## src/rtl/cam_row_stream_ctrl.sv

```systemverilog
// cam_row_stream_ctrl
//   Stream-side controller for the CAM cell array row/column ports.
//   LOAD writes a valid/ready word stream into the array; UNLOAD sweeps the
//   read address, absorbs the array's 2-cycle read latency through a tag
//   shift register and returns the words through a skid FIFO.
//   Optional feature macro: COL_MODE_EN (column-oriented load/unload).
module cam_row_stream_ctrl #(
  parameter int          DATA_WIDTH     = 4,
  parameter int          DATA_DEPTH     = 4,
  parameter int          ADDR_WIDTH_CAM = 8,
  parameter logic [2:0]  RowxRow        = 3'd1,
  parameter logic [2:0]  ColxCol        = 3'd2,
  parameter int          SKID_DEPTH     = 4
) (
  input  logic                      clk,
  input  logic                      rst,
  input  logic                      cmd_valid,
  output logic                      cmd_ready,
  input  logic                      cmd_op,
  input  logic                      cmd_col,
  output logic                      done,
  input  logic                      s_valid,
  output logic                      s_ready,
  input  logic [DATA_WIDTH-1:0]     s_data,
  output logic                      m_valid,
  input  logic                      m_ready,
  output logic [DATA_WIDTH-1:0]     m_data,
  output logic [2:0]                arr_mode,
  output logic                      arr_rstIn,
  output logic [ADDR_WIDTH_CAM-1:0] arr_addr_in_row,
  output logic [ADDR_WIDTH_CAM-1:0] arr_addr_in_col,
  output logic [ADDR_WIDTH_CAM-1:0] arr_addr_out_row,
  output logic [ADDR_WIDTH_CAM-1:0] arr_addr_out_col,
  output logic [DATA_WIDTH-1:0]     arr_ip_row,
  output logic [DATA_DEPTH-1:0]     arr_ip_col,
  input  logic [DATA_WIDTH-1:0]     arr_q_row,
  input  logic [DATA_DEPTH-1:0]     arr_q_col
);

  localparam int PTR_W = (SKID_DEPTH > 1) ? $clog2(SKID_DEPTH) : 1;
  localparam int CNT_W = $clog2(SKID_DEPTH + 1);

  // Parked read addresses lie outside the array so its output is gated.
  localparam logic [ADDR_WIDTH_CAM-1:0] ROW_PARK = ADDR_WIDTH_CAM'(DATA_DEPTH + 3);
  localparam logic [ADDR_WIDTH_CAM-1:0] COL_PARK = ADDR_WIDTH_CAM'(DATA_WIDTH + 3);
  localparam logic [ADDR_WIDTH_CAM-1:0] ROW_LAST = ADDR_WIDTH_CAM'(DATA_DEPTH - 1);
  localparam logic [ADDR_WIDTH_CAM-1:0] COL_LAST = ADDR_WIDTH_CAM'(DATA_WIDTH - 1);
  localparam logic [PTR_W-1:0]          PTR_LAST = PTR_W'(SKID_DEPTH - 1);

  typedef enum logic [2:0] {
    S_IDLE   = 3'd0,
    S_LOAD   = 3'd1,
    S_UNLOAD = 3'd2,
    S_DRAIN  = 3'd3,
    S_DONE   = 3'd4
  } state_t;

  state_t                      state_q, state_d;
  logic [ADDR_WIDTH_CAM-1:0]   idx_q, idx_d;
  logic                        tag_p1_q, tag_p1_d;
  logic                        tag_p2_q, tag_p2_d;
  logic [DATA_WIDTH-1:0]       fifo_mem_q [SKID_DEPTH];
  logic [DATA_WIDTH-1:0]       fifo_mem_d [SKID_DEPTH];
  logic [PTR_W-1:0]            wr_ptr_q, wr_ptr_d;
  logic [PTR_W-1:0]            rd_ptr_q, rd_ptr_d;
  logic [CNT_W-1:0]            cnt_q, cnt_d;

  logic                        col_sel;
  logic                        issue;
  logic                        push;
  logic                        pop;
  logic [DATA_WIDTH-1:0]       cap_data;
  logic [ADDR_WIDTH_CAM-1:0]   last_idx;
  logic [2:0]                  cmd_mode;
  int                          credit;

`ifdef COL_MODE_EN
  logic col_q, col_d;

  // Orientation latched when a command is accepted.
  always_ff @(posedge clk) begin
    if (!rst) col_q <= 1'b0;
    else      col_q <= col_d;
  end

  // Capture cmd_col only on command acceptance.
  always_comb begin
    col_d = col_q;
    if (state_q == S_IDLE && cmd_valid) col_d = cmd_col;
  end

  assign col_sel = col_q;
`else
  logic unused_col_inputs;
  assign unused_col_inputs = ^{cmd_col, arr_q_col};
  assign col_sel = 1'b0;
`endif

  assign last_idx = col_sel ? COL_LAST : ROW_LAST;
  assign cmd_mode = col_sel ? ColxCol : RowxRow;
  assign cap_data = col_sel ? DATA_WIDTH'(arr_q_col) : arr_q_row;

  assign m_valid  = (cnt_q != '0);
  assign m_data   = m_valid ? fifo_mem_q[rd_ptr_q] : '0;
  assign push     = tag_p2_q;
  assign pop      = m_valid & m_ready;

  // FSM next state, index counter and combinational array/stream controls.
  always_comb begin
    state_d          = state_q;
    idx_d            = idx_q;
    cmd_ready        = 1'b0;
    s_ready          = 1'b0;
    done             = 1'b0;
    arr_mode         = 3'd0;
    arr_rstIn        = 1'b1;
    arr_addr_in_row  = '0;
    arr_addr_in_col  = '0;
    arr_addr_out_row = ROW_PARK;
    arr_addr_out_col = COL_PARK;
    arr_ip_row       = '0;
    arr_ip_col       = '0;
    issue            = 1'b0;
    // Reads already in flight hold a FIFO slot even though not yet pushed.
    credit = SKID_DEPTH - int'(cnt_q) - int'(tag_p1_q) - int'(tag_p2_q);

    case (state_q)
      S_IDLE: begin
        cmd_ready = 1'b1;
        if (cmd_valid) begin
          idx_d   = '0;
          state_d = cmd_op ? S_UNLOAD : S_LOAD;
        end
      end
      S_LOAD: begin
        s_ready   = 1'b1;
        arr_mode  = cmd_mode;
        arr_rstIn = ~s_valid;
        if (col_sel) begin
          arr_addr_in_col = idx_q;
          arr_ip_col      = DATA_DEPTH'(s_data);
        end else begin
          arr_addr_in_row = idx_q;
          arr_ip_row      = s_data;
        end
        if (s_valid) begin
          if (idx_q == last_idx) state_d = S_DONE;
          else                   idx_d   = idx_q + 1'b1;
        end
      end
      S_UNLOAD: begin
        arr_mode = cmd_mode;
        if (credit > 0) begin
          issue = 1'b1;
          if (col_sel) arr_addr_out_col = idx_q;
          else         arr_addr_out_row = idx_q;
          if (idx_q == last_idx) state_d = S_DRAIN;
          else                   idx_d   = idx_q + 1'b1;
        end
      end
      S_DRAIN: begin
        arr_mode = cmd_mode;
        if (cnt_q == '0 && !tag_p1_q && !tag_p2_q) state_d = S_DONE;
      end
      S_DONE: begin
        done    = 1'b1;
        state_d = S_IDLE;
      end
      default: state_d = S_IDLE;
    endcase
  end

  // Read-latency tag pipeline: a tag reaches stage 2 when array data is valid.
  always_comb begin
    tag_p1_d = issue;
    tag_p2_d = tag_p1_q;
  end

  // Skid FIFO pointer/occupancy update and storage write.
  always_comb begin
    fifo_mem_d = fifo_mem_q;
    wr_ptr_d   = wr_ptr_q;
    rd_ptr_d   = rd_ptr_q;
    cnt_d      = cnt_q;
    if (push) begin
      fifo_mem_d[wr_ptr_q] = cap_data;
      wr_ptr_d = (wr_ptr_q == PTR_LAST) ? '0 : wr_ptr_q + 1'b1;
    end
    if (pop) begin
      rd_ptr_d = (rd_ptr_q == PTR_LAST) ? '0 : rd_ptr_q + 1'b1;
    end
    case ({push, pop})
      2'b10:   cnt_d = cnt_q + 1'b1;
      2'b01:   cnt_d = cnt_q - 1'b1;
      default: cnt_d = cnt_q;
    endcase
  end

  // Control registers; reset aborts any command and flushes the FIFO.
  always_ff @(posedge clk) begin
    if (!rst) begin
      state_q  <= S_IDLE;
      idx_q    <= '0;
      tag_p1_q <= 1'b0;
      tag_p2_q <= 1'b0;
      wr_ptr_q <= '0;
      rd_ptr_q <= '0;
      cnt_q    <= '0;
    end else begin
      state_q  <= state_d;
      idx_q    <= idx_d;
      tag_p1_q <= tag_p1_d;
      tag_p2_q <= tag_p2_d;
      wr_ptr_q <= wr_ptr_d;
      rd_ptr_q <= rd_ptr_d;
      cnt_q    <= cnt_d;
    end
  end

  // FIFO storage; contents are only visible through cnt_q, so no reset.
  always_ff @(posedge clk) begin
    fifo_mem_q <= fifo_mem_d;
  end

endmodule
```

## config.mk

```make
export PLATFORM = sky130hd
export DESIGN_NAME = cam_row_stream_ctrl
export DESIGN_NICKNAME = d
export VERILOG_FILES = /design/src/rtl/cam_row_stream_ctrl.sv
export SDC_FILE = /design/constraint.sdc
export NUM_CORES = 1
export LEC_CHECK = 0
export ABC_CLOCK_PERIOD_IN_PS = 4200
export CORE_MARGIN = 1.5
export CORE_UTILIZATION = 51
export DETAILED_ROUTE_END_ITERATION = 10
export GPL_TIMING_DRIVEN = 0
export PLACE_DENSITY = 0.85
export SYNTH_ARGS = -nofsm -noshare
export SYNTH_HDL_FRONTEND = slang
export SYNTH_SLANG_ARGS = --single-unit
```

## constraint.sdc

```tcl
create_clock -name clk -period 4.2 [get_ports clk]
set_input_delay 0.42 -clock clk [delete_from_list [all_inputs] [get_ports clk]]
set_output_delay 0.42 -clock clk [all_outputs]
set_load 0.01 [all_outputs]
```

==> run summary <==
Status = finished, final reports clean
Largest net degree at the start of global routing = 13
Worst-Skew Late Latency = 0.28 ns
Final Non-Filler Cells = 353
Core area = 4350 um^2
Critical path type = register to output port
Clk pin slew, worst setup/hold paths = 0.07 ns
Min Hold Slack = 0.516 ns
Largest cells by area after synthesis = edfxtp_1, dfxtp_1, buf_4
CTS-repair resized insts = 0
Gr usage total = 19.0%
Slew Viols, Final = 0
CTS Hold Bufs = 0
Port bufs = 43
Total negative setup slack = 0 ns
CTS sink count = 36
Share of cells above drive strength 1 = 18.6%
CTS root buf = clkbuf_8
Largest family of logic cells by synthesized area = simple AND/OR/NAND/NOR gates
Number of diodes = 0
Area of placed instances = 2880 um^2
Fin crit period = 3.47 ns
Initial detailed-routing violation count = 126
Yosys warns = 0
Register area share after synthesis = 38.2%
Vias in the first global route = 1668
Vias = 1830
Synth Area in XOR/XNOR = 1.14%
Syn_area_per_cell = 10.0 um^2
Worst IR Drop VDD = 0.312 mV
Final setup fails = 0
Row Count = 24
Hold Path Class = register to register
Leak Pwr = 1.20 nW
Power per cell area = 441 nW/um^2
Final net count = 331
Asr flop ratio synth = 0%
Detailed-route wire length = 4.71 mm
Worst Tran Pin Value = 0.567 ns
Mapped Cells = 230
Inst Count DP = 345
Drt wl/cell = 13.3 um
Slew HR = 62.2%
Post-route ant nets = 0
Num ports = 71
Worst EP arrival = 3.05 ns
Die ar. = 4930 um^2
Worst-path maximum fanout = 9
Post-synth EDFFs = 16
Max-cap violations = 0
Worst EP required = 3.78 ns
Period utilization = 82.6%
Clock buffer depth = 2
CP Capture Type = output port
Post-synth cell types = 50
Total power = 1.32 mW
RSZ-0062 raised after global routing = no
Post-Syn Area = 2310 um^2
Fin area = 2990 um^2
Clock tree from TritonCTS = built
Area fraction of the dominant cell type after synthesis = 20.8%
Gpl congestion = 0.878
Clk_skew = 0.00628 ns
Seq cells post-synth = 36
Global-route wire length before repair = 7.56 mm
DRC viols = 0
Die span in y = 70.2 um
Synth-to-layout area growth = 29.6%
Grt ovf = 0
Simple-gate share of the synthesized area = 22.7%
Startpoint Class = register
Adder-cell share of the synthesized area = 7.16%
Synth area leader = edfxtp_1
Initial Utilization = 53.0%
Setup WS post-layout = 0.730 ns
Final-report hold violation count = 0
Initial antenna violation count = 0
CTS H-tree depth = 2
FMAX = 0.288 GHz
CTS Buf Count = 5
Dpl ws = 1.07 ns
Total setup buffers inserted after CTS = 0
TritonRoute pass-1 iters = 4
Die outline width = 70.2 um
Final HPWL DP = 3.65 mm
Complex-gate fraction of the synthesized area = 13.7%
Dominant synthesized flop cell = dfxtp_1
Post-synthesis mux area share = 5.64%
Util after Layout = 68.6%
Via/cell ratio = 5.18
-- where the power goes --
part / total [mW] / switching [mW] / internal, mW
Sequential: 0.413 / 0.0227 / 0.390
Clock: 0.300 / 0.124 / 0.176
Combinational: 0.604 / 0.321 / 0.283
Total: 1.32 / 0.468 / 0.849
-- critical path: stages (launching register included) --
cell,delay (ns)
dfxtp_1,0.37
inv_1,0.12
fa_1,0.46
ha_1,0.23
xor2_1,0.19
a311oi_4,0.58
and2_2,0.27
nand2b_1,0.07
clkdlybuf4s50_1,0.48
-- layout by cell type (no fill, tap or decap), drive strengths merged, types with 4 or more instances in the layout --
cell	n
clkdlybuf4s50	43
buf	25
and2	23
conb	22
dfxtp	20
edfxtp	16
nor2	16
o21ai	13
clkbuf	12
inv	11
ha	10
and3	10
nand2b	7
nor3	5
nand2	5
nand3b	5
o211ai	5
a21oi	5
mux4	4
or3	4
mux2i	4
-- cells in the mapped netlist (all sizes together), types with 3 or more instances --
cell type / n
a21o: 3
a21oi: 5
and2: 23
and3: 10
buf: 25
clkbuf: 7
dfxtp: 20
edfxtp: 16
ha: 10
inv: 11
mux2i: 4
mux4: 4
nand2: 5
nand2b: 7
nand3: 3
nand3b: 5
nor2: 16
nor3: 5
o211ai: 5
o21ai: 13
or3: 4
xor2: 3
-- kinds of logic (layout without fill, tap and decap cells) --
logic type	after synthesis	count (layout)
buf+inv	44	95
simple gates	87	87
mux	8	8
other cells	2	22
xor+xnor	3	3
fa+ha+maj	12	12
flops	36	36
compound gates	38	38
-- metal layers --
layer / routed length (um) / part of all wire, % / track usage, % / up-vias
met5: 0 / 0 / 0 / -
met4: 61 / 1.3 / 5.56 / 0
li1: - / - / - / 909
met3: 242 / 5.1 / 3.03 / 9
met1: 1970 / 42 / 23.8 / 839
met2: 2430 / 52 / 33.6 / 73
-- layout make-up --
type | instances | area (um^2)
sequential | 36 | 881
timing repair buffer | 43 | 430
clock buffer | 5 | 68.8
clock inverter | 3 | 42.5
multi-input combinational | 170 | 1240
inverter | 12 | 45.0
fill | 338 | 1370
buffer | 32 | 213
tap | 52 | 65.1
-- state kept, by name (all words and copies together) (netlist names) --
name,cells
cnt_q,3
idx_q,8
wr_ptr_q,2
fifo_mem_q,16
state_q,3
tag_p1_q,1
push,1
rd_ptr_q,2
-- path summary, 6_finish.rpt --
check,startpoint,to,slack [ns],cells past startpoint
worst min register to register,cnt_q[2],cnt_q[2],0.52,2
worst max register to register,cnt_q[0],idx_q[0],1.30,9
worst max-delay path,cnt_q[0],arr_addr_out_row[0],0.73,8
worst min-delay path,cnt_q[2],cnt_q[2],0.52,2
(Power assumes the default switching activity.)
